--- src/rtl/bp_pkg.sv ---
// Shared types, widths and PC helpers for the BTB redirect unit.
package bp_pkg;

  localparam int DEF_PC_W        = 14;
  localparam int DEF_BTB_ENTRIES = 64;
  localparam int DEF_FIFO_DEPTH  = 4;
  localparam int IDX_W           = $clog2(DEF_BTB_ENTRIES);
  localparam int TAG_W           = DEF_PC_W - IDX_W - 2;

  typedef struct packed {
    logic                valid;
    logic [TAG_W-1:0]    tag;
    logic [DEF_PC_W-1:0] target;
  } btb_entry_t;

  typedef struct packed {
    logic [DEF_PC_W-1:0] pc;
    logic                taken;
    logic [DEF_PC_W-1:0] target;
  } inflight_t;

  // Sequential successor of a 4-byte instruction; wraps modulo 2^PC_W.
  function automatic logic [DEF_PC_W-1:0] next_seq_pc(input logic [DEF_PC_W-1:0] pc);
    return pc + DEF_PC_W'(3'd4);
  endfunction

  // BTB set index: word address bits just above the byte offset.
  function automatic logic [IDX_W-1:0] pc_index(input logic [DEF_PC_W-1:0] pc);
    return pc[IDX_W+1:2];
  endfunction

  // BTB tag: everything above the index.
  function automatic logic [TAG_W-1:0] pc_tag(input logic [DEF_PC_W-1:0] pc);
    return pc[DEF_PC_W-1:IDX_W+2];
  endfunction

endpackage

--- src/rtl/btb_redirect_unit_if.sv ---
// Fetch-side lookup and EX-side resolve signals of the BTB redirect unit.
interface btb_redirect_unit_if #(
  parameter int PC_W = bp_pkg::DEF_PC_W
);
  logic [PC_W-1:0] pc_f;
  logic            branch_en_f;
  logic            bp_taken;
  logic            pred_valid_f;
  logic            pred_taken_f;
  logic [PC_W-1:0] pred_target_f;
  logic            fifo_full;
  logic [PC_W-1:0] pc_ex;
  logic            branch_en_ex;
  logic            branch_result;
  logic [PC_W-1:0] target_ex;
  logic            mispredict;
  logic [PC_W-1:0] redirect_pc;
  logic            err;

  modport master (
    output pc_f, branch_en_f, bp_taken, pc_ex, branch_en_ex, branch_result, target_ex,
    input  pred_valid_f, pred_taken_f, pred_target_f, fifo_full, mispredict, redirect_pc, err
  );

  modport slave (
    input  pc_f, branch_en_f, bp_taken, pc_ex, branch_en_ex, branch_result, target_ex,
    output pred_valid_f, pred_taken_f, pred_target_f, fifo_full, mispredict, redirect_pc, err
  );
endinterface

--- src/rtl/bp_inflight_fifo.sv ---
// Synchronous FIFO of in-flight predictions; flush wins over push, pop-then-push at full is accepted.
module bp_inflight_fifo #(
  parameter int DATA_W = 8,
  parameter int DEPTH  = 4
) (
  input  logic                     clk,
  input  logic                     rst,
  input  logic                     i_push,
  input  logic [DATA_W-1:0]        i_push_data,
  input  logic                     i_pop,
  input  logic                     i_flush,
  output logic [DATA_W-1:0]        o_head,
  output logic                     o_full,
  output logic                     o_empty,
  output logic [$clog2(DEPTH):0]   o_count
);
  localparam int L_PTR_W = $clog2(DEPTH);
  localparam int L_CNT_W = L_PTR_W + 1;

  logic [DATA_W-1:0]  r_mem [DEPTH];
  logic [L_PTR_W-1:0] r_wr_ptr;
  logic [L_PTR_W-1:0] r_rd_ptr;
  logic [L_CNT_W-1:0] r_count;
  logic [L_CNT_W-1:0] w_count_nxt;
  logic               w_do_push;
  logic               w_do_pop;

  assign o_full    = (r_count == L_CNT_W'(DEPTH));
  assign o_empty   = (r_count == {L_CNT_W{1'b0}});
  assign w_do_pop  = i_pop & ~o_empty;
  assign w_do_push = i_push & ~i_flush & (~o_full | w_do_pop);
  assign o_head    = r_mem[r_rd_ptr];
  assign o_count   = r_count;

  // Occupancy after this cycle's accepted push/pop.
  always_comb begin
    w_count_nxt = r_count;
    case ({w_do_push, w_do_pop})
      2'b10:   w_count_nxt = r_count + L_CNT_W'(1'b1);
      2'b01:   w_count_nxt = r_count - L_CNT_W'(1'b1);
      default: w_count_nxt = r_count;
    endcase
  end

  // Storage, pointers and count; flush empties the queue outright.
  always_ff @(posedge clk or negedge rst) begin
    if (!rst) begin
      r_wr_ptr <= '0;
      r_rd_ptr <= '0;
      r_count  <= '0;
      for (int i = 0; i < DEPTH; i++) begin
        r_mem[i] <= '0;
      end
    end else if (i_flush) begin
      r_wr_ptr <= '0;
      r_rd_ptr <= '0;
      r_count  <= '0;
    end else begin
      if (w_do_push) begin
        r_mem[r_wr_ptr] <= i_push_data;
        r_wr_ptr        <= r_wr_ptr + L_PTR_W'(1'b1);
      end
      if (w_do_pop) begin
        r_rd_ptr <= r_rd_ptr + L_PTR_W'(1'b1);
      end
      r_count <= w_count_nxt;
    end
  end
endmodule

--- src/rtl/btb_redirect_unit.sv ---
// Direct-mapped BTB lookup at fetch, in-flight tracking, and mispredict/redirect at EX.
module btb_redirect_unit
  import bp_pkg::*;
#(
  parameter int PC_W        = DEF_PC_W,
  parameter int BTB_ENTRIES = DEF_BTB_ENTRIES,
  parameter int FIFO_DEPTH  = DEF_FIFO_DEPTH
) (
  input logic                clk,
  input logic                rst,
  btb_redirect_unit_if.slave bus
);
  localparam int L_CNT_W  = $clog2(FIFO_DEPTH) + 1;
  localparam int L_FIFO_W = $bits(inflight_t);

  btb_entry_t          r_btb [BTB_ENTRIES];
  logic                r_lookup_v;
  logic [PC_W-1:0]     r_lookup_pc;
  btb_entry_t          r_rd_entry;
  logic                r_mispredict;
  logic [PC_W-1:0]     r_redirect_pc;
  logic                r_err;

  logic [L_CNT_W-1:0]  w_count;
  logic                w_full;
  logic                w_fifo_full;
  logic                w_fifo_empty;
  logic [L_FIFO_W-1:0] w_fifo_head_raw;
  inflight_t           w_fifo_head;
  inflight_t           w_push_data;
  logic                w_lookup_acc;
  logic                w_drop;
  logic                w_pred_taken;
  logic [PC_W-1:0]     w_pred_target;
  logic                w_head_taken;
  logic [PC_W-1:0]     w_head_target;
  logic                w_mis;
  logic [PC_W-1:0]     w_redirect;
  logic                w_push_err;
  logic                w_pop_err;

  assign w_full       = (w_count == L_CNT_W'(FIFO_DEPTH));
  assign w_lookup_acc = bus.branch_en_f & ~w_full;
  assign w_drop       = bus.branch_en_f & w_full;
  assign w_fifo_head  = w_fifo_head_raw;
  assign w_push_data  = '{pc: r_lookup_pc, taken: w_pred_taken, target: w_pred_target};
  // A push is only an error when it is neither wrong-path (flushed) nor paired with a pop.
  assign w_push_err   = r_lookup_v & ~r_mispredict & w_fifo_full & ~(bus.branch_en_ex & ~w_fifo_empty);
  assign w_pop_err    = bus.branch_en_ex & w_fifo_empty;

  bp_inflight_fifo #(
    .DATA_W (L_FIFO_W),
    .DEPTH  (FIFO_DEPTH)
  ) u_fifo (
    .clk         (clk),
    .rst         (rst),
    .i_push      (r_lookup_v),
    .i_push_data (w_push_data),
    .i_pop       (bus.branch_en_ex),
    .i_flush     (r_mispredict),
    .o_head      (w_fifo_head_raw),
    .o_full      (w_fifo_full),
    .o_empty     (w_fifo_empty),
    .o_count     (w_count)
  );

  // BTB array: only taken resolutions allocate or overwrite an entry.
  always_ff @(posedge clk or negedge rst) begin
    if (!rst) begin
      for (int i = 0; i < BTB_ENTRIES; i++) begin
        r_btb[i] <= '0;
      end
    end else if (bus.branch_en_ex && bus.branch_result) begin
      r_btb[pc_index(bus.pc_ex)] <= '{valid: 1'b1, tag: pc_tag(bus.pc_ex), target: bus.target_ex};
    end
  end

  // Lookup stage: capture the entry itself so a same-cycle update is not visible (read-before-write).
  always_ff @(posedge clk or negedge rst) begin
    if (!rst) begin
      r_lookup_v  <= 1'b0;
      r_lookup_pc <= '0;
      r_rd_entry  <= '0;
    end else begin
      r_lookup_v <= w_lookup_acc;
      if (w_lookup_acc) begin
        r_lookup_pc <= bus.pc_f;
        r_rd_entry  <= r_btb[pc_index(bus.pc_f)];
      end
    end
  end

  // Prediction: a hit lets the gshare bit through; a miss predicts not-taken with a zero target.
  always_comb begin
    w_pred_taken  = 1'b0;
    w_pred_target = '0;
    if (r_lookup_v && r_rd_entry.valid && (r_rd_entry.tag == pc_tag(r_lookup_pc))) begin
      w_pred_taken  = bus.bp_taken;
      w_pred_target = r_rd_entry.target;
    end else begin
      w_pred_taken  = 1'b0;
      w_pred_target = '0;
    end
  end

  // Resolve: compare the oldest prediction (or a not-taken stand-in when empty) with the outcome.
  always_comb begin
    w_head_taken  = 1'b0;
    w_head_target = '0;
    w_redirect    = '0;
    if (!w_fifo_empty) begin
      w_head_taken  = w_fifo_head.taken;
      w_head_target = w_fifo_head.target;
    end else begin
      w_head_taken  = 1'b0;
      w_head_target = '0;
    end
    w_mis = (w_head_taken != bus.branch_result) |
            (bus.branch_result & w_head_taken & (w_head_target != bus.target_ex));
    if (bus.branch_result) begin
      w_redirect = bus.target_ex;
    end else begin
      w_redirect = next_seq_pc(bus.pc_ex);
    end
  end

  // Registered mispredict pulse, redirect target and sticky error flag.
  always_ff @(posedge clk or negedge rst) begin
    if (!rst) begin
      r_mispredict  <= 1'b0;
      r_redirect_pc <= '0;
      r_err         <= 1'b0;
    end else begin
      r_mispredict  <= bus.branch_en_ex & w_mis;
      r_redirect_pc <= (bus.branch_en_ex & w_mis) ? w_redirect : '0;
      r_err         <= r_err | w_drop | w_push_err | w_pop_err;
    end
  end

  assign bus.pred_valid_f  = r_lookup_v;
  assign bus.pred_taken_f  = w_pred_taken;
  assign bus.pred_target_f = w_pred_target;
  assign bus.fifo_full     = w_full;
  assign bus.mispredict    = r_mispredict;
  assign bus.redirect_pc   = r_redirect_pc;
  assign bus.err           = r_err;
endmodule

--- src/flat_wrapper.sv ---
// flat-port wrapper written by rule: the top's interface ports become plain ports
module btb_redirect_unit_flat import bp_pkg::*;
#(
  parameter int PC_W        = DEF_PC_W,
  parameter int BTB_ENTRIES = DEF_BTB_ENTRIES,
  parameter int FIFO_DEPTH  = DEF_FIFO_DEPTH
)
  (clk, rst, bus_pc_f, bus_branch_en_f, bus_bp_taken, bus_pc_ex, bus_branch_en_ex, bus_branch_result, bus_target_ex, bus_pred_valid_f, bus_pred_taken_f, bus_pred_target_f, bus_fifo_full, bus_mispredict, bus_redirect_pc, bus_err);
  btb_redirect_unit_if #(.PC_W(PC_W)) bus_i ();
  input logic clk;
  input logic rst;
  input wire logic [$bits(bus_i.pc_f)-1:0] bus_pc_f;
  input wire logic [$bits(bus_i.branch_en_f)-1:0] bus_branch_en_f;
  input wire logic [$bits(bus_i.bp_taken)-1:0] bus_bp_taken;
  input wire logic [$bits(bus_i.pc_ex)-1:0] bus_pc_ex;
  input wire logic [$bits(bus_i.branch_en_ex)-1:0] bus_branch_en_ex;
  input wire logic [$bits(bus_i.branch_result)-1:0] bus_branch_result;
  input wire logic [$bits(bus_i.target_ex)-1:0] bus_target_ex;
  output wire logic [$bits(bus_i.pred_valid_f)-1:0] bus_pred_valid_f;
  output wire logic [$bits(bus_i.pred_taken_f)-1:0] bus_pred_taken_f;
  output wire logic [$bits(bus_i.pred_target_f)-1:0] bus_pred_target_f;
  output wire logic [$bits(bus_i.fifo_full)-1:0] bus_fifo_full;
  output wire logic [$bits(bus_i.mispredict)-1:0] bus_mispredict;
  output wire logic [$bits(bus_i.redirect_pc)-1:0] bus_redirect_pc;
  output wire logic [$bits(bus_i.err)-1:0] bus_err;
  assign bus_i.pc_f = bus_pc_f;
  assign bus_i.branch_en_f = bus_branch_en_f;
  assign bus_i.bp_taken = bus_bp_taken;
  assign bus_i.pc_ex = bus_pc_ex;
  assign bus_i.branch_en_ex = bus_branch_en_ex;
  assign bus_i.branch_result = bus_branch_result;
  assign bus_i.target_ex = bus_target_ex;
  assign bus_pred_valid_f = bus_i.pred_valid_f;
  assign bus_pred_taken_f = bus_i.pred_taken_f;
  assign bus_pred_target_f = bus_i.pred_target_f;
  assign bus_fifo_full = bus_i.fifo_full;
  assign bus_mispredict = bus_i.mispredict;
  assign bus_redirect_pc = bus_i.redirect_pc;
  assign bus_err = bus_i.err;
  btb_redirect_unit #(.PC_W(PC_W), .BTB_ENTRIES(BTB_ENTRIES), .FIFO_DEPTH(FIFO_DEPTH)) u_core (.clk(clk), .rst(rst), .bus(bus_i));
endmodule
--- config.mk ---
export PLATFORM = sky130hd
export DESIGN_NAME = btb_redirect_unit_flat
export DESIGN_NICKNAME = d
export VERILOG_FILES = /design/src/rtl/bp_pkg.sv /design/src/rtl/btb_redirect_unit_if.sv /design/src/rtl/bp_inflight_fifo.sv /design/src/rtl/btb_redirect_unit.sv /design/src/flat_wrapper.sv
export SDC_FILE = /design/constraint.sdc
export NUM_CORES = 2
export LEC_CHECK = 0
export CORE_AREA = 3 3 376 378
export CTS_CLUSTER_DIAMETER = 120
export DETAILED_ROUTE_END_ITERATION = 8
export DIE_AREA = 0 0 379 381
export PLACE_DENSITY = 0.66
export SYNTH_ARGS = -nofsm -noshare
export SYNTH_HDL_FRONTEND = slang
export SYNTH_HIERARCHICAL = 1
export SYNTH_SLANG_ARGS = --single-unit
--- constraint.sdc ---
create_clock -name clk -period 3.37 [get_ports clk]
set_clock_uncertainty 0.2 [all_clocks]
set_input_delay 0.337 -clock clk [delete_from_list [all_inputs] [get_ports clk]]
set_output_delay 0.337 -clock clk [all_outputs]
set_load 0.02 [all_outputs]
==> run_results.csv <==
group,metric,value,unit
floorplan,start_util,48.1,%
route,drc,0,
sta,period_needed,3.19,ns
worst_setup_path,crit_family,"simple AND/OR/NAND/NOR gates",
cells_and_area,mostFrequentLayoutCell,"dfrtp_1",
floorplan,dieWidth,379,um
yosys,syn_nets,4422,
worst_setup_path,crit_path_end_kind,"primary output",
route,drt-total-wl,173000,um
sta,setup_viol,0,
worst_setup_path,setup.worst_path.start_class,"flop",
cells_and_area,multi_input_area,0.0280,mm2
sta,finalHoldViolations,0,
global_route,gr-usage-all-layers,24.4,%
clocking,cts_buffers,156,
cells_and_area,fin_area,0.0762,mm2
global_route,grt_max_degree,114,
route,drt-initial-drc-count,3044,
floorplan,fp-row-count,136,
clocking,cts_sinks,1455,
route,vias,38468,
floorplan,dieArea,0.144,mm2
sta,max_slew_margin,38.3,%
clocking,cts_tree,"done",
cells_and_area,layout_common_cells,"1455 x dfrtp_1, 1316 x mux2_2, 325 x mux4_2, 175 x mux2i_1, 156 x clkbuf_16",
route,wl_met3,12600,um
global_route,grt_pass1_vias,39959,
placement,port_buffers,78,
sta,fin_tns_setup,0,ns
route,avgRoutedWirePerCell,27.2,um
worst_setup_path,max_stage_delay,0.41,ns
min_path,min_path_cells,3,
worst_setup_path,cp_max_fo,15,
clocking,htreeDepth,4,
clocking,insertion_delay,0.80,ns
job,cap_violations,0,
sta,final-max-slew-violation-count,0,
cells_and_area,drive_above_1_share,50.3,%
worst_setup_path,reg2reg_depth,9,
route,viasPerCell,6.04,
sta,worst_pin_slew,0.924,ns
run_status,status,"completed",
yosys,ys_warn_count,6,
route,ant_nets,0,
global_route,grt.overflow.total,0,
worst_setup_path,required,2.83,ns
placement,dp_hpwl,107000,um
route,drt-met1-wl,77600,um
floorplan,core,0.138,mm2
floorplan,io_pins,81,
sta,fmax,313,MHz
placement,dpl_worst_slack,0.205,ns
clocking,ctsLongestPathBuffers,3,
global_route,antenna_found_initial,13,
yosys,synth_area_per_cell,15.2,um2
power,power.static_leakage,36.0,nW
sta,timing.final.ws_setup,0.177,ns
cells_and_area,fillCellCount,10969,
cells_and_area,utilization,55.3,%
worst_setup_path,cp.depth,6,
yosys,netlist_instances,4367,
worst_setup_path,worstSetupPathType,"reg2out",
cells_and_area,final-seq-area,0.0364,mm2
worst_setup_path,crit_arrival,2.66,ns
worst_setup_path,crit_chain,"xnor2_1 > nand3_1 > nor4_2 > buf_6 > and2_1 > dlygate4sd2_1",
route,drtPass1Iterations,6,
route,wl_met2,78500,um
yosys,synth_area,0.0663,mm2
power,irDropWorstVdd,0.000552,V
placement,place_area,0.0704,mm2
cells_and_area,area_growth,14.9,%
placement,gp_congestion,0.984,
clocking,cts_root_buf,"clkbuf_16",
global_route,grt_pass1_wl,263000,um
min_path,min_path_type,"in2reg",
sta,fin_crit_sh,94.7,%
clocking,path_clk_slew,0.06,ns
cells_and_area,layout.nets,4491,
worst_setup_path,path_buf_inv,2,
power,power.density,568,mW/mm2
sta,rsz0062_at_grt,"no",
clocking,post_cts_buffers,0,
sta,holdWs,0.0665,ns
route,top_layer,"met5",
worst_setup_path,crit_slowest_cell,"dfrtp_1",
floorplan,fp.dieH,381,um
sequential cells by signal (all words and copies together), names as in the netlist:
signal	cells
u_core/u_fifo/r_rd_ptr	2
u_core/bus.mispredict	1
u_core/bus.redirect_pc	14
u_core/u_fifo/o_count	3
u_core/bus.err	1
u_core/u_fifo/r_wr_ptr	2
u_core/r_rd_entry	21
u_core/u_fifo/r_mem	60
u_core/r_btb	1344
u_core/r_lookup_pc	6
u_core/bus.pred_valid_f	1
through the flow:
| stage | power (mW) | std cells |
|---|---|---|
| after global routing | 45.0 | 6360 |
| final | 43.3 | 6364 |
| after global placement | 24.9 | 6056 |
| after detailed placement | 25.0 | 6056 |
| after floorplan | 23.1 | 4367 |
| after CTS | 43.7 | 6359 |
worst register-to-register path, cell delays in order (launching register included):
cell and delay (ns):
dfrtp_1 0.37, buf_12 0.19, mux4_2 0.59, nor4bb_1 0.33, a31oi_1 0.07, o32ai_1 0.15
nand4_1 0.21, o211ai_1 0.22, buf_4 0.36, nor2_1 0.23
final timing paths:
| check | startpoint | slack (ns) | to |
|---|---|---|---|
| worst max-delay path | u_core/r_lookup_pc[9]$_DFFE_PN0P_ | 0.18 | bus_pred_target_f[10] |
| worst min-delay path | bus_target_ex[1] | 0.07 | u_core/r_btb[652]$_DFFE_PN0P_ |
| worst max register to register | u_core/u_fifo/r_rd_ptr[0]$_DFFE_PN0P_ | 0.30 | u_core/bus.redirect_pc[6]$_DFF_PN0_ |
| worst min register to register | u_core/r_btb[1196]$_DFFE_PN0P_ | 0.26 | u_core/r_btb[1196]$_DFFE_PN0P_ |
| max in group asynchronous | rst | 1.37 | u_core/r_btb[806]$_DFFE_PN0P_ |
| min in group asynchronous | rst | 0.54 | u_core/r_btb[534]$_DFFE_PN0P_ |
per-layer routing:
metal	track usage (%)	up-vias
met5	0	-
met2	36.4	1012
met1	35.1	20975
met4	6.96	10
met3	6.68	248
li1	-	16223
final cells by class:
cell class,count,share of cell area [%]
multi-input cells,2481,36.8
inverters,7,0.0345
flip-flops and latches,1455,47.8
repair buffers,335,4.99
clock inverters,83,1.68
clock buffers,204,5.72
well taps,1794,2.95
diodes,5,0.0164
report_power, final:
| group | switching (mW) | internal, mW | leakage, nW |
|---|---|---|---|
| Sequential | 0.788 | 19.0 | 19.8 |
| Clock | 7.46 | 11.1 | 2.75 |
| Combinational | 2.52 | 2.48 | 13.4 |
| Total | 10.8 | 32.5 | 36.0 |
repair_timing:
action / 4_1_cts / 5_1_grt
hold buffers: 16 / 0
endpoints found under the hold margin: 1123 / 0
setup endpoints to repair: 15 / 4
resized for setup: 16 / 4
Power figures use the tool's default switching activity.
